[config.mk]
export PLATFORM = sky130hd
export DESIGN_NAME = multi_dataflow_stream_ctrl
export DESIGN_NICKNAME = d
export VERILOG_FILES = /design/src/rtl/multi_dataflow_stream_ctrl.sv
export SDC_FILE = /design/constraint.sdc
export NUM_CORES = 1
export LEC_CHECK = 0
export BUFFER_PORTS_ARGS = -buffer_cell sky130_fd_sc_hd__buf_4
export CAP_MARGIN = 20
export CELL_PAD_IN_SITES_DETAIL_PLACEMENT = 1
export CELL_PAD_IN_SITES_GLOBAL_PLACEMENT = 2
export CORE_UTILIZATION = 38
export DETAILED_ROUTE_END_ITERATION = 8
export PLACE_DENSITY_LB_ADDON = 0.05
export SLEW_MARGIN = 20
export SYNTH_ARGS = -nofsm -noshare
export SYNTH_HDL_FRONTEND = slang
export SYNTH_SLANG_ARGS = --single-unit
[constraint.sdc]
create_clock -name clk_i -period 16.1 [get_ports clk_i]
set_input_delay 1.61 -clock clk_i [delete_from_list [all_inputs] [get_ports clk_i]]
set_output_delay 1.61 -clock clk_i [all_outputs]
set_load 0.1 [all_outputs]
[src/rtl/multi_dataflow_stream_ctrl.sv]
// Job-level stream controller for N_IN input and N_OUT output dataflow channels.
// Inputs are buffered in per-channel FIFOs; outputs pass through gated by job length.
module multi_dataflow_stream_ctrl #(
    parameter int N_IN       = 2,
    parameter int N_OUT      = 2,
    parameter int DW         = 32,
    parameter int FIFO_DEPTH = 4,
    parameter int CNT_W      = 16
) (
    input  logic                   clk_i,
    input  logic                   rst_i,
    input  logic                   clear_i,
    input  logic                   start_i,
    input  logic [N_IN*CNT_W-1:0]  in_len_i,
    input  logic [N_OUT*CNT_W-1:0] out_len_i,
    input  logic [N_IN-1:0]        in_mask_i,
    input  logic [N_OUT-1:0]       out_mask_i,
    input  logic [N_IN-1:0]        in_valid_i,
    input  logic [N_IN*DW-1:0]     in_data_i,
    output logic [N_IN-1:0]        in_ready_o,
    output logic [N_IN-1:0]        eng_in_valid_o,
    output logic [N_IN*DW-1:0]     eng_in_data_o,
    input  logic [N_IN-1:0]        eng_in_ready_i,
    input  logic [N_OUT-1:0]       eng_out_valid_i,
    input  logic [N_OUT*DW-1:0]    eng_out_data_i,
    output logic [N_OUT-1:0]       eng_out_ready_o,
    output logic [N_OUT-1:0]       out_valid_o,
    output logic [N_OUT*DW-1:0]    out_data_o,
    input  logic [N_OUT-1:0]       out_ready_i,
    output logic                   busy_o,
    output logic                   done_o,
    output logic                   err_o
);

    localparam int AW = $clog2(FIFO_DEPTH);
    localparam logic [AW:0] PTR_ONE = 1;
    localparam logic [CNT_W-1:0] CNT_ONE = 1;

    typedef enum logic [1:0] {IDLE, RUN, DONE} state_e;

    state_e state_q, state_d;
    logic   busy_q, busy_d;
    logic   done_q, done_d;
    logic   err_q, err_d;

    logic [N_IN-1:0][CNT_W-1:0]  in_len_q, in_len_d;
    logic [N_IN-1:0][CNT_W-1:0]  in_cnt_q, in_cnt_d;
    logic [N_OUT-1:0][CNT_W-1:0] out_len_q, out_len_d;
    logic [N_OUT-1:0][CNT_W-1:0] out_cnt_q, out_cnt_d;
    logic [N_IN-1:0]             in_mask_q, in_mask_d;
    logic [N_OUT-1:0]            out_mask_q, out_mask_d;

    logic [N_IN-1:0][AW:0]       wptr_q, wptr_d;
    logic [N_IN-1:0][AW:0]       rptr_q, rptr_d;
    logic [N_IN-1:0][FIFO_DEPTH-1:0][DW-1:0] mem_q, mem_d;

    logic             run;
    logic             all_done;
    logic [N_IN-1:0]  empty, full, push, pop, in_rdy, eng_vld;
    logic [N_OUT-1:0] gate, out_hs;

    always_comb begin
        run      = (state_q == RUN);
        all_done = 1'b1;
        for (int i = 0; i < N_IN; i++) begin
            empty[i]   = (wptr_q[i] == rptr_q[i]);
            full[i]    = (wptr_q[i][AW] != rptr_q[i][AW]) &&
                         (wptr_q[i][AW-1:0] == rptr_q[i][AW-1:0]);
            in_rdy[i]  = run && in_mask_q[i] &&
                         (in_cnt_q[i] < in_len_q[i]) && !full[i];
            push[i]    = in_valid_i[i] && in_rdy[i];
            eng_vld[i] = run && !empty[i];
            pop[i]     = eng_vld[i] && eng_in_ready_i[i];
            if (in_mask_q[i] && ((in_cnt_q[i] != in_len_q[i]) || !empty[i]))
                all_done = 1'b0;
        end
        for (int j = 0; j < N_OUT; j++) begin
            gate[j]   = run && out_mask_q[j] && (out_cnt_q[j] < out_len_q[j]);
            out_hs[j] = eng_out_valid_i[j] && gate[j] && out_ready_i[j];
            if (out_mask_q[j] && (out_cnt_q[j] != out_len_q[j]))
                all_done = 1'b0;
        end
    end

    assign in_ready_o      = in_rdy;
    assign eng_in_valid_o  = eng_vld;
    assign out_valid_o     = eng_out_valid_i & gate;
    assign eng_out_ready_o = out_ready_i & gate;
    assign out_data_o      = eng_out_data_i;
    assign busy_o          = busy_q;
    assign done_o          = done_q;
    assign err_o           = err_q;

    for (genvar i = 0; i < N_IN; i++) begin : g_in_data
        assign eng_in_data_o[i*DW +: DW] =
            eng_vld[i] ? mem_q[i][rptr_q[i][AW-1:0]] : '0;
    end

    always_comb begin
        state_d    = state_q;
        err_d      = err_q;
        in_len_d   = in_len_q;
        in_cnt_d   = in_cnt_q;
        out_len_d  = out_len_q;
        out_cnt_d  = out_cnt_q;
        in_mask_d  = in_mask_q;
        out_mask_d = out_mask_q;
        wptr_d     = wptr_q;
        rptr_d     = rptr_q;
        mem_d      = mem_q;

        if (clear_i) begin
            state_d   = IDLE;
            err_d     = 1'b0;
            in_cnt_d  = '0;
            out_cnt_d = '0;
            wptr_d    = '0;
            rptr_d    = '0;
        end else begin
            if (start_i && (state_q != IDLE))
                err_d = 1'b1;
            unique case (state_q)
                IDLE: begin
                    if (start_i) begin
                        state_d    = RUN;
                        in_mask_d  = in_mask_i;
                        out_mask_d = out_mask_i;
                        in_cnt_d   = '0;
                        out_cnt_d  = '0;
                        wptr_d     = '0;
                        rptr_d     = '0;
                        for (int i = 0; i < N_IN; i++)
                            in_len_d[i] = in_len_i[i*CNT_W +: CNT_W];
                        for (int j = 0; j < N_OUT; j++)
                            out_len_d[j] = out_len_i[j*CNT_W +: CNT_W];
                    end
                end
                RUN: begin
                    for (int i = 0; i < N_IN; i++) begin
                        if (push[i]) begin
                            mem_d[i][wptr_q[i][AW-1:0]] = in_data_i[i*DW +: DW];
                            wptr_d[i]   = wptr_q[i] + PTR_ONE;
                            in_cnt_d[i] = in_cnt_q[i] + CNT_ONE;
                        end
                        if (pop[i])
                            rptr_d[i] = rptr_q[i] + PTR_ONE;
                    end
                    for (int j = 0; j < N_OUT; j++) begin
                        if (out_hs[j])
                            out_cnt_d[j] = out_cnt_q[j] + CNT_ONE;
                    end
                    if (all_done)
                        state_d = DONE;
                end
                DONE:    state_d = IDLE;
                default: state_d = IDLE;
            endcase
        end

        // status flags mirror the state being entered so they stay registered
        busy_d = (state_d == RUN) || (state_d == DONE);
        done_d = (state_d == DONE);
    end

    always_ff @(posedge clk_i or posedge rst_i) begin
        if (rst_i) begin
            state_q    <= IDLE;
            busy_q     <= 1'b0;
            done_q     <= 1'b0;
            err_q      <= 1'b0;
            in_len_q   <= '0;
            in_cnt_q   <= '0;
            out_len_q  <= '0;
            out_cnt_q  <= '0;
            in_mask_q  <= '0;
            out_mask_q <= '0;
            wptr_q     <= '0;
            rptr_q     <= '0;
            mem_q      <= '0;
        end else begin
            state_q    <= state_d;
            busy_q     <= busy_d;
            done_q     <= done_d;
            err_q      <= err_d;
            in_len_q   <= in_len_d;
            in_cnt_q   <= in_cnt_d;
            out_len_q  <= out_len_d;
            out_cnt_q  <= out_cnt_d;
            in_mask_q  <= in_mask_d;
            out_mask_q <= out_mask_d;
            wptr_q     <= wptr_d;
            rptr_q     <= rptr_d;
            mem_q      <= mem_d;
        end
    end

endmodule

After elaboration in Yosys (flattened, before gate mapping)
Index checks and enable logic that the tools add are counted.
{"block": "classes", "muxes": 40, "bitwise_logic": 3, "n_addsub": 8, "order_cmp": 10, "reduce_logical": 49, "n_eq_ne": 20}
{"operator": "two-way mux 32 bit", "n": 9}
{"operator": "bitwise mux 128 bit", "n": 2}
{"operator": "binary-select mux 32 bit (select 2 bit)", "n": 2}
{"operator": "demux 32 bit (select 2 bit)", "n": 2}
{"operator": "case mux 32 bit (2 select lines)", "n": 2}
{"operator": "adder 16 x 1 -> 16 bit, second input constant", "n": 4}
{"operator": "less-than comparator 16 bit", "n": 4}
{"operator": "two-way mux 16 bit", "n": 4}
{"operator": "!= test 16 bit", "n": 4}
{"operator": "logical AND 1 bit", "n": 29}
{"operator": "AND reduction 3 bit", "n": 9}
{"operator": "case mux 6 bit (2 select lines)", "n": 2}
{"operator": "two-way mux 6 bit", "n": 3}
{"operator": "!= test 3 x 2 -> 1 bit, second input constant", "n": 6}
{"operator": "adder 3 x 1 -> 3 bit, second input constant", "n": 4}
{"operator": "less-than comparator 2 x 3 -> 1 bit, second input constant", "n": 4}
{"operator": "two-way mux 3 bit", "n": 4}
{"operator": "equality test 3 bit", "n": 2}
{"operator": "two-way mux 1 bit", "n": 6}
{"operator": "two-way mux 2 bit", "n": 3}
{"operator": "AND 2 bit", "n": 2}
{"operator": "equality test 2 x 1 -> 1 bit, second input constant", "n": 2}
{"operator": "equality test 2 bit", "n": 2}
{"operator": "greater-or-equal comparator 2 x 1 -> 1 bit, second input constant", "n": 2}
{"operator": "other kinds (10)", "n": 17}
{"block": "totals", "out_inout_bits": 139, "register_bits": 405, "word_cells": 156, "input_bits": 208}

Logic depth before layout (Yosys ltp)
{"block": "depth", "ltp_word": 13, "mapped_depth": 11, "ltp_nobuf": 9}

Least setup slack after synthesis
Ideal clock, no wire load.
{"block": "synth_path", "path_kind": "register to output", "startpoint": "register in_cnt_q[29] (netlist bit)", "endpoint": "output port in_ready_o[1]", "path_slack_ns": 11.976, "arrival_time_ns": 2.514, "path_stages_with_launch": 7, "n_path_buf": 1, "required_time_ns": 14.490, "path_cell_list": "dfrtp_1 ha_1 a211oi_1 o2111ai_1 a211oi_4 clkbuf_1 o211a_1"}
{"block": "synth_between", "elab_chain_cells": 3}
{"element": "start: declaration", "line": "47", "rtl": "logic [N_IN-1:0][CNT_W-1:0] in_cnt_q, in_cnt_d;"}
{"element": "start signal: assignment", "line": "186", "rtl": "in_cnt_q <= in_cnt_d;"}
{"element": "less-than comparator 16 bit", "line": "70", "rtl": "(in_cnt_q[i] < in_len_q[i]) && !full[i];"}
{"element": "logical AND 1 bit", "line": "69", "rtl": "in_rdy[i] = run && in_mask_q[i] &&"}
{"element": "logical AND 1 bit", "line": "70"}
{"element": "end: declaration", "line": "20", "rtl": "output logic [N_IN-1:0] in_ready_o,"}
No other way between the ends.

Worst setup path after layout
{"block": "layout_path", "startpoint": "register state_q[1]", "endpoint": "output port out_valid_o[0]"}
{"block": "layout_between", "elab_chain_cells": 4}
{"element": "start: declaration", "line": "41", "rtl": "state_e state_q, state_d;"}
{"element": "start signal: assignment", "line": "181", "rtl": "state_q <= state_d;"}
{"element": "equality test 2 x 1 -> 1 bit", "line": "63", "rtl": "run = (state_q == RUN);"}
{"element": "logical AND 1 bit (2 in series)", "line": "78", "rtl": "gate[j] = run && out_mask_q[j] && (out_cnt_q[j] < out_len_q[j]);"}
{"element": "AND 2 bit", "line": "87", "rtl": "assign out_valid_o = eng_out_valid_i & gate;"}
{"element": "end: declaration", "line": "27", "rtl": "output logic [N_OUT-1:0] out_valid_o,"}
No other way between the ends.

==> flow_summary.json <==
{
  "cts_buffers": 47,
  "power_mw": 2.60,
  "cts_buffer_depth": 3,
  "syn2layout_area_growth_pct": 16.5,
  "ir_drop_uv": 68.1,
  "clk-insertion-delay-late_ns": 0.59,
  "hp-start": "mem_q[196]$_DFFE_PP0P_",
  "rsz0062_at_grt": "false",
  "p_seq_share_pct": 43.9,
  "powerDensity_nw_per_um2": 108,
  "rows": 84,
  "core_area_sq_um": 53100,
  "ant_nets": 0,
  "r2r_slack_ns": 12.22,
  "io_buffer_count": 218,
  "arrival_ns": 3.21,
  "crit_slowest_cell": "buf_4",
  "maxSlewViolCount": 0,
  "max_freq_ghz": 0.208,
  "clock-sinks": 405,
  "path_common_cell": "buf_4",
  "end_kind": "output pin",
  "synth_ff_type": "dfrtp_1",
  "drive_above_1_share_pct": 33.0,
  "nFillCells": 5544,
  "dpl_worst_slack_ns": 11.28,
  "reg2reg_to": "mem_q[142]$_DFFE_PP0P_",
  "drtPass1Iterations": 4,
  "grt_pass1_vias": 15400,
  "synth_area_per_cell_sq_um": 12.0,
  "fin_skew_ns": 0.0123,
  "clkPwrFrac_pct": 42.4,
  "synth_area_sq_um": 20600,
  "period_minus_slack_ns": 4.82,
  "yosys.area.top_type_share_pct": 49.2,
  "synthArstFlopShare_pct": 100,
  "r2r_start": "rptr_q[3]$_DFFE_PP0P_",
  "synthDominantAreaCellType": "dfrtp_1",
  "ctsHoldBuffers": 0,
  "synth_seq_cells": 405,
  "drc": 0,
  "maxCapViolations": 0,
  "hpwl_mm": 36.0,
  "ff2ff_path_depth": 7,
  "worst_path_largest_cell_delay_ns": 0.55,
  "nets": 2134,
  "min_path_cells": 1,
  "viasPerCell": 5.39,
  "cp_cell_sequence": "and2b_2 -> buf_4 -> o2111ai_1 -> nor3_1 -> and2_1 -> buf_4",
  "grtUsageTotal_pct": 20.2,
  "tns_ns": 0,
  "cp-start-kind": "flop",
  "dp_cells": 2485,
  "post-route-period-util_pct": 29.9,
  "yosysWarnings": 0,
  "cts_tree": "yes",
  "start_util_pct": 38.8,
  "cell_internal_pwr_mw": 1.91,
  "grt_overflow": 0,
  "critical_path_class": "flop to output pin",
  "finalHoldViolations": 0,
  "synth_nets": 1999,
  "cts-root-buf": "clkbuf_16",
  "fin_ws_ns": 11.28,
  "crit_fanout": 43,
  "grt_pass1_wl_mm": 88.5,
  "synthTopCellsByArea": "dfrtp_1 (49%), mux2_2 (12%), mux4_2 (7.0%)",
  "seq_area_frac_synth_pct": 49.2,
  "finalNonFillerCells": 2576,
  "critPathRequiredTime_ns": 14.49,
  "syn_inst": 1712,
  "synth-edff-count": 0,
  "min_path_type": "flop to flop",
  "cts_resized": 0,
  "setup_viol": 0,
  "die_y_um": 235,
  "clk_pin_slew_worst_paths_ns": 0.06,
  "hold_end": "mem_q[196]$_DFFE_PP0P_",
  "p_leak_nw": 11.9,
  "relSlewSlack_pct": 34.5,
  "pwr-share-comb_pct": 13.7,
  "ios": 347,
  "route.vias.total": 13900,
  "avgRoutedWirePerCell_um": 21.1,
  "power_switching_mw": 0.684,
  "status": "finished clean",
  "gp_congestion": 0.735,
  "tightestPinTransition_ns": 0.982,
  "drt_iter0_drc": 521,
  "sw_frac_of_total_pct": 26.3,
  "routed_wl_mm": 54.4,
  "postCtsSetupRepairBufs": 0,
  "cts-htree-levels": 2,
  "holdWs_ns": 0.485,
  "die-area_sq_um": 55100,
  "die_w_um": 235,
  "synth.distinct_cells": 69,
  "grt_max_degree": 111,
  "antenna_found_initial": 1
}
## power by group through the flow
stage / logic [mW] / registers [mW] / clock network [mW]
after floorplan: 0.317 / 1.15 / 0
after global placement: 0.356 / 1.15 / 0
after detailed placement: 0.364 / 1.16 / 0
after CTS: 0.366 / 1.14 / 1.14
after global routing: 0.398 / 1.15 / 1.18
final: 0.356 / 1.14 / 1.10
## cells in the final DEF (no fill, tap or decap), types with 27 or more instances in the layout
master and count:
a21oi_1 27, and3_1 91, buf_4 240, clkbuf_16 48, dfrtp_1 403, ha_1 79, inv_1 90, mux2_1 44
mux2_2 222, mux4_2 64, nand2_1 124, nand3_1 39, nor2_1 45, o21ai_0 112
## per-stage QoR
step	cell area, sq um	util, %
detailed placement	22300	42.1
global placement	22300	42.1
finish	24000	45.2
CTS	23900	45.1
global route	24000	45.2
floorplan	20600	-
## logic make-up after synthesis
family                     count (synthesis)  share of synthesized area, %
DFF                                      405                          49.2
muxes                                    334                          21.7
and+or+nand+nor                          388                          9.92
AOI/OAI and AO/OA                        249                          7.60
xor gates and xnor gates                  11                         0.468
buffers and inverters                    246                          6.24
adders and majority gates                 79                          4.80
## worst max path at each step
stage                              start                endpoint  slack, ns  cells after the start
floorplan                          rst_i        busy_o$_DFF_PP0_       3.22                      1
global placement                   rst_i  mem_q[174]$_DFFE_PP0P_      11.34                      5
detailed placement                 rst_i  mem_q[174]$_DFFE_PP0P_      11.28                      5
CTS                 state_q[1]$_DFF_PP0_          out_valid_o[0]      11.19                      6
global route        state_q[0]$_DFF_PP0_          out_valid_o[0]      10.98                      6
finish              state_q[1]$_DFF_PP0_          out_valid_o[0]      11.28                      6
## state kept, by name, indices dropped and copies added (netlist names)
| name | cells |
|---|---|
| err_o | 1 |
| out_len_q | 32 |
| state_q | 2 |
| out_mask_q | 2 |
| done_o | 1 |
| in_len_q | 32 |
| out_cnt_q | 32 |
| busy_o | 1 |
| wptr_q | 6 |
| in_cnt_q | 32 |
| in_mask_q | 2 |
| mem_q | 256 |
| rptr_q | 6 |
## Yosys cell counts, types with 13 or more instances
library cell and count:
clkbuf_1 45, a31oi_1 24, mux2_2 222, mux4_2 64, nor3_1 13, dfrtp_1 405
inv_1 91, nor2_1 46, nand4_1 19, buf_2 24, nand2_1 124, o21ai_0 112
a21oi_1 27, ha_1 79, nand3_1 39, and3_1 91, buf_4 70, o31ai_1 20
mux2_1 44
## cell type report
cell class                 instances  area, sq um  share of cell area (%)
inverter                          91          349                    1.46
clock buffer                      72         1410                    5.89
multi-input combinational       1061         9190                    38.3
timing repair buffer             241         1830                    7.63
sequential                       405        10100                    42.3
tap                              688          861                    3.59
antenna                            2         5.00                  0.0209
clock inverter                    16          195                   0.814
## metal layers
metal	share of wire (%)	track usage, %	vias up	routed length, um
li1	-	-	6399	-
met1	45	26.6	7144	24500
met2	48	33.7	272	26300
met3	4.7	4.28	61	2540
met4	1.8	5.66	2	982
met5	0.031	0	-	17
## worst max-delay path, delay by kind of cell (launching register included)
family	cells	cell delay, ns
simple gates	3	1.13
compound gates	1	0.22
buf+inv	2	0.83
flops	1	0.43
Note: power is estimated with default switching activity, not from simulation.
